--- src/rtl/mole_game_ctrl.sv ---
// mole_game_ctrl: whack-a-mole controller feeding the VGA stage (slot picker, press judge, BCD score).
// Optional build macro MOLE_SCORE_PENALTY_EN: every miss or timeout also takes one point off the score.
module mole_game_ctrl #(
    parameter int         MOLE_UP_CYCLES = 100000000,
    parameter int         LOCKOUT_CYCLES = 20000000,
    parameter int         CNT_W          = 28,
    parameter logic [7:0] LFSR_SEED      = 8'hA5
) (
    input  logic       clk,
    input  logic       rst,
    input  logic [4:0] btn_press,
    output logic [2:0] mole_position,
    output logic [3:0] digit_1,
    output logic [3:0] digit_2,
    output logic       guess_correct,
    output logic       guess_wrong
);

    localparam logic [1:0] ST_SPAWN   = 2'd0;
    localparam logic [1:0] ST_UP      = 2'd1;
    localparam logic [1:0] ST_LOCKOUT = 2'd2;

    localparam logic [CNT_W-1:0] UP_LAST   = CNT_W'(MOLE_UP_CYCLES - 1);
    localparam logic [CNT_W-1:0] LOCK_LAST = CNT_W'(LOCKOUT_CYCLES - 1);

    logic [1:0]       state;
    logic [CNT_W-1:0] counter;
    logic [7:0]       lfsr;
    logic             lfsr_fb;
    logic             hit_pending;
    logic             miss_pending;

    logic [2:0]       raw_slot;
    logic [2:0]       base_slot;
    logic [2:0]       spawn_slot;
    logic [4:0]       target_mask;
    logic             press_any;
    logic             press_hit;
    logic             timeout;

    function automatic logic [7:0] bcd_inc(input logic [7:0] score);
        logic [3:0] tens;
        logic [3:0] ones;
        tens = score[7:4];
        ones = score[3:0];
        if (ones >= 4'd9) begin
            ones = 4'd0;
            tens = (tens >= 4'd9) ? 4'd0 : tens + 4'd1;
        end else begin
            ones = ones + 4'd1;
        end
        return {tens, ones};
    endfunction

`ifdef MOLE_SCORE_PENALTY_EN
    function automatic logic [7:0] bcd_dec(input logic [7:0] score);
        logic [3:0] tens;
        logic [3:0] ones;
        tens = score[7:4];
        ones = score[3:0];
        if (score == 8'h00) begin
            tens = 4'd0;
            ones = 4'd0;
        end else if (ones == 4'd0) begin
            ones = 4'd9;
            tens = tens - 4'd1;
        end else begin
            ones = ones - 4'd1;
        end
        return {tens, ones};
    endfunction
`endif

    // Fold the 3-bit LFSR sample onto 0..4 and bump it if it would repeat the current slot.
    always_comb begin
        raw_slot  = lfsr[2:0];
        base_slot = (raw_slot >= 3'd5) ? raw_slot - 3'd5 : raw_slot;
        if (base_slot == mole_position) begin
            spawn_slot = (base_slot == 3'd4) ? 3'd0 : base_slot + 3'd1;
        end else begin
            spawn_slot = base_slot;
        end
    end

    assign target_mask = 5'd1 << mole_position;
    assign press_any   = |btn_press;
    assign press_hit   = (btn_press == target_mask);
    assign timeout     = (counter == UP_LAST);
    assign lfsr_fb     = lfsr[7] ^ lfsr[5] ^ lfsr[4] ^ lfsr[3];

    always_ff @(posedge clk) begin
        if (rst) begin
            lfsr <= LFSR_SEED;
        end else begin
            lfsr <= {lfsr[6:0], lfsr_fb};
        end
    end

    // The verdict is parked in *_pending for one cycle so pulses and score land one edge after the decision.
    always_ff @(posedge clk) begin
        if (rst) begin
            state         <= ST_SPAWN;
            counter       <= '0;
            mole_position <= 3'd0;
            hit_pending   <= 1'b0;
            miss_pending  <= 1'b0;
        end else begin
            hit_pending  <= 1'b0;
            miss_pending <= 1'b0;
            case (state)
                ST_SPAWN: begin
                    mole_position <= spawn_slot;
                    counter       <= '0;
                    state         <= ST_UP;
                end
                ST_UP: begin
                    if (press_any) begin
                        hit_pending  <= press_hit;
                        miss_pending <= ~press_hit;
                        counter      <= '0;
                        state        <= ST_LOCKOUT;
                    end else if (timeout) begin
                        miss_pending <= 1'b1;
                        counter      <= '0;
                        state        <= ST_LOCKOUT;
                    end else begin
                        counter <= counter + CNT_W'(1);
                    end
                end
                ST_LOCKOUT: begin
                    if (counter == LOCK_LAST) begin
                        counter <= '0;
                        state   <= ST_SPAWN;
                    end else begin
                        counter <= counter + CNT_W'(1);
                    end
                end
                default: begin
                    counter <= '0;
                    state   <= ST_SPAWN;
                end
            endcase
        end
    end

    always_ff @(posedge clk) begin
        if (rst) begin
            guess_correct <= 1'b0;
            guess_wrong   <= 1'b0;
            digit_1       <= 4'd0;
            digit_2       <= 4'd0;
        end else begin
            guess_correct <= hit_pending;
            guess_wrong   <= miss_pending;
            if (hit_pending) begin
                {digit_1, digit_2} <= bcd_inc({digit_1, digit_2});
            end
`ifdef MOLE_SCORE_PENALTY_EN
            else if (miss_pending) begin
                {digit_1, digit_2} <= bcd_dec({digit_1, digit_2});
            end
`endif
        end
    end

endmodule
--- config.mk ---
export PLATFORM = sky130hd
export DESIGN_NAME = mole_game_ctrl
export DESIGN_NICKNAME = d
export VERILOG_FILES = /design/src/rtl/mole_game_ctrl.sv
export SDC_FILE = /design/constraint.sdc
export NUM_CORES = 1
export LEC_CHECK = 0
export BUFFER_PORTS_ARGS = -buffer_cell sky130_fd_sc_hd__clkbuf_2
export CORE_ASPECT_RATIO = 1.5
export CORE_MARGIN = 4
export CORE_UTILIZATION = 40
export CTS_CLUSTER_DIAMETER = 60
export DETAILED_ROUTE_END_ITERATION = 8
export HOLD_SLACK_MARGIN = 0.12
export PLACE_DENSITY = 0.58
export SLEW_MARGIN = 20
export SYNTH_ARGS = -nofsm -noshare
export SYNTH_HDL_FRONTEND = slang
export SYNTH_SLANG_ARGS = --single-unit
--- constraint.sdc ---
create_clock -name clk -period 2.35 [get_ports clk]
set_clock_uncertainty 0.15 [all_clocks]
set_input_delay 0.47 -clock clk [delete_from_list [all_inputs] [get_ports clk]]
set_output_delay 0.47 -clock clk [all_outputs]
set_load 0.005 [all_outputs]
==> qor.json <==
{
  "fin_ws_ns": 0.0265,
  "worst_ep_required_time_ns": 2.41,
  "final.hold.worst_slack_ns": 0.251,
  "critPathTopFamily": "simple AND/OR/NAND/NOR gates",
  "syn_area_per_cell_sq_um": 8.90,
  "dp_worst_setup_slack_ns": 0.0501,
  "r2r_setup_slack_ns": 0.03,
  "clock_tree.htree_level_count": 2,
  "grt_antenna_before_repair": 0,
  "tightest_slew_margin_relative_to_the_limit_pct": 63.2,
  "first_iter_violations": 92,
  "setup_violations": 0,
  "fmax_ghz": 0.430,
  "synth_top_area_cell": "dfxtp_1",
  "worst_hold_path_type": "in -> reg",
  "path_clk_slew_ns": 0.11,
  "post-synth-top-area-fraction_pct": 38.8,
  "dominantRegCellSynth": "dfxtp_1",
  "insertedDiodeCount": 0,
  "synth_area_sq_um": 2730,
  "rsz0062_at_grt": "yes",
  "drt.antenna.violating_nets": 0,
  "vdd.ir_drop.worst_mv": 0.343,
  "ctsRootBufferMaster": "clkbuf_8",
  "reg2reg_from": "counter[8]",
  "firstDrtPassIters": 4,
  "final.setup.tns_ns": 0,
  "die_width_microns": 75.5,
  "post-dp-hpwl_microns": 3890,
  "critical_path.endpoint_type": "flip-flop",
  "placedCellCount": 408,
  "drive_gt1_share_pct": 20.7,
  "timing.critical_path.arrival_ns": 2.38,
  "drt-vias-per-instance": 5.19,
  "worst-path-max-fanout": 7,
  "synth_seq_area_share_pct": 38.8,
  "cp_cell_instances": "or4bb_1 -> or4_4 -> o21a_4 -> o21ai_4 -> clkbuf_16 -> nor2_1",
  "start_kind": "flip-flop",
  "post_synthesis_sequential_element_count": 53,
  "rows": 36,
  "worst-setup-path-type": "reg -> reg",
  "final_cell_count_no_fill": 419,
  "vias_in_the_first_global_route": 2139,
  "yosysWarningCount": 0,
  "synth_most_common_cell": "dfxtp_1",
  "drc_errors": 0,
  "cts.path.max_buffers": 2,
  "synth_nets": 329,
  "wl_per_cell_microns": 13.1,
  "synth_enable_flop_cells": 0,
  "detailroute.via_count": 2176,
  "boundaryPins": 20,
  "grt_use_total_pct": 14.2,
  "worst-slew-pin-transition_ns": 0.551,
  "timing.final.max_slew_violations": 0,
  "r2r-end": "counter[25]",
  "place.port_buffers": 19,
  "clk-insertion-delay-late_ns": 0.31,
  "gr-total-overflow": 0,
  "async_reset_ff_share_pct": 0,
  "p_leak_nw": 1.20,
  "clkSinkCount": 53,
  "post-route-period-util_pct": 98.9,
  "timing.reg2reg.worst_path_depth": 6,
  "cp_num_buf_inv": 1,
  "report.final.hold_viol_count": 0,
  "endpoint": "counter[25]",
  "slowest_stage": "or4_4",
  "layout_min_cycle_time_ns": 2.32,
  "synth_cells": 307,
  "coreArea_sq_um": 6580,
  "globalplace.congestion": 0.744,
  "max_cap_viol_count": 0,
  "post_synth_num_cell_types": 54,
  "detail_route.wirelength_microns": 5480,
  "grt_first_pass_wirelength_microns": 9230,
  "critPathMaxStageDelay_ns": 0.53,
  "synth.top_cells.by_area": "dfxtp_1 (39%), ha_1 (6.9%), xor2_1 (6.7%), nor2_1 (6.3%), xnor2_1 (4.5%)",
  "fp.dieArea_sq_um": 8240,
  "areaGrowthSynthToFinish_pct": 15.2,
  "depth_of_the_critical_timing_path_with_buffers_and_inverters_included": 6,
  "critical_path.startpoint": "counter[8]",
  "die_height_microns": 109,
  "start_util_pct": 41.5,
  "nets": 364,
  "power.density_cell_area_nw_per_um2": 706,
  "outcome": "completed",
  "grt_max_degree": 29,
  "tritoncts": "built",
  "post_synth_most_frequent_cells": "dfxtp_1 (53), nor2_1 (46), xor2_1 (21)",
  "number_of_buffers_created_by_cts": 5
}
placed cells by master, fill, tap and decap left out, types with 3 or more instances in the layout:
cell	Yosys	final
nor2b_1	6	6
nor2_1	46	46
nor3_1	5	5
ha_1	15	14
mux2i_1	3	3
nand2b_1	4	4
xnor2_1	14	14
a21oi_1	4	3
a211oi_1	3	3
and2_1	4	4
nand3_1	10	10
buf_4	0	14
nand4_1	15	15
clkbuf_2	0	19
nand2_1	14	14
or2_2	4	4
dfxtp_1	53	50
clkbuf_8	0	5
inv_1	18	18
xor2_1	21	21
and3_1	6	6
dfxtp_2	0	3
nor2_2	10	10
nor3b_1	3	3
o21ai_0	6	5
metrics by stage:
stage | total power, mW | instance area, sq um | utilization (%)
3_5_place_dp | 1.67 | 2990 | 45.5
2_1_floorplan | 1.52 | 2730 | -
6_report | 2.22 | 3150 | 47.8
4_1_cts | 2.22 | 3080 | 46.9
3_3_place_gp | 1.67 | 2990 | 45.5
5_1_grt | 2.37 | 3150 | 47.8
how the worst min path moves through the flow:
| stage | endpoint | startpoint | cells past startpoint |
|---|---|---|---|
| global route | lfsr[1] | rst | 2 |
| CTS | lfsr[1] | rst | 2 |
| detailed placement | lfsr[7] | lfsr[6] | 1 |
| floorplan | lfsr[7] | lfsr[6] | 1 |
| finish | lfsr[1] | rst | 2 |
| global placement | lfsr[7] | lfsr[6] | 1 |
state kept, by name, indices dropped and copies added (netlist names):
name / count
digit_1: 4
state: 2
mole_position: 3
guess_wrong: 1
counter: 28
hit_pending: 1
miss_pending: 1
guess_correct: 1
lfsr: 8
digit_2: 4
cell type report:
class / count / area [sq um]
Sequential cell: 53 / 1060
Tap cell: 76 / 95.1
Multi-Input combinational cell: 228 / 1570
Clock buffer: 5 / 68.8
Timing Repair Buffer: 36 / 256
Clock inverter: 3 / 25.0
Fill cell: 642 / 3430
Inverter: 18 / 67.6
per-layer routing:
| metal | share of wire, % | vias up | track usage (%) | wire, microns |
|---|---|---|---|---|
| met5 | 0 | - | 0 | 0 |
| met4 | 1.3 | 0 | 4.75 | 73 |
| met3 | 2.5 | 6 | 2.77 | 135 |
| met2 | 53 | 28 | 25.8 | 2930 |
| met1 | 43 | 1018 | 15.9 | 2340 |
| li1 | - | 1124 | - | - |
report_power, final:
part	switching (mW)	leakage, nW	internal [mW]
logic	0.318	0.724	0.311
registers	0.0853	0.432	0.960
clock network	0.329	0.0452	0.218
total	0.732	1.20	1.49
logic make-up after synthesis:
logic type / after synthesis / synth area share, %
simple gates: 141 / 27.6
fa+ha+maj: 15 / 6.87
xor+xnor: 36 / 12.0
mux: 3 / 1.10
buf+inv: 26 / 4.26
flops: 53 / 38.8
compound gates: 33 / 9.25
what timing repair did:
item	4_1_cts	5_1_grt
hold buffers	0	0
buffers inserted	0	1
endpoints found under the setup margin	0	22
gates resized for setup	0	8
No activity file was read; power rests on OpenSTA's default activity.
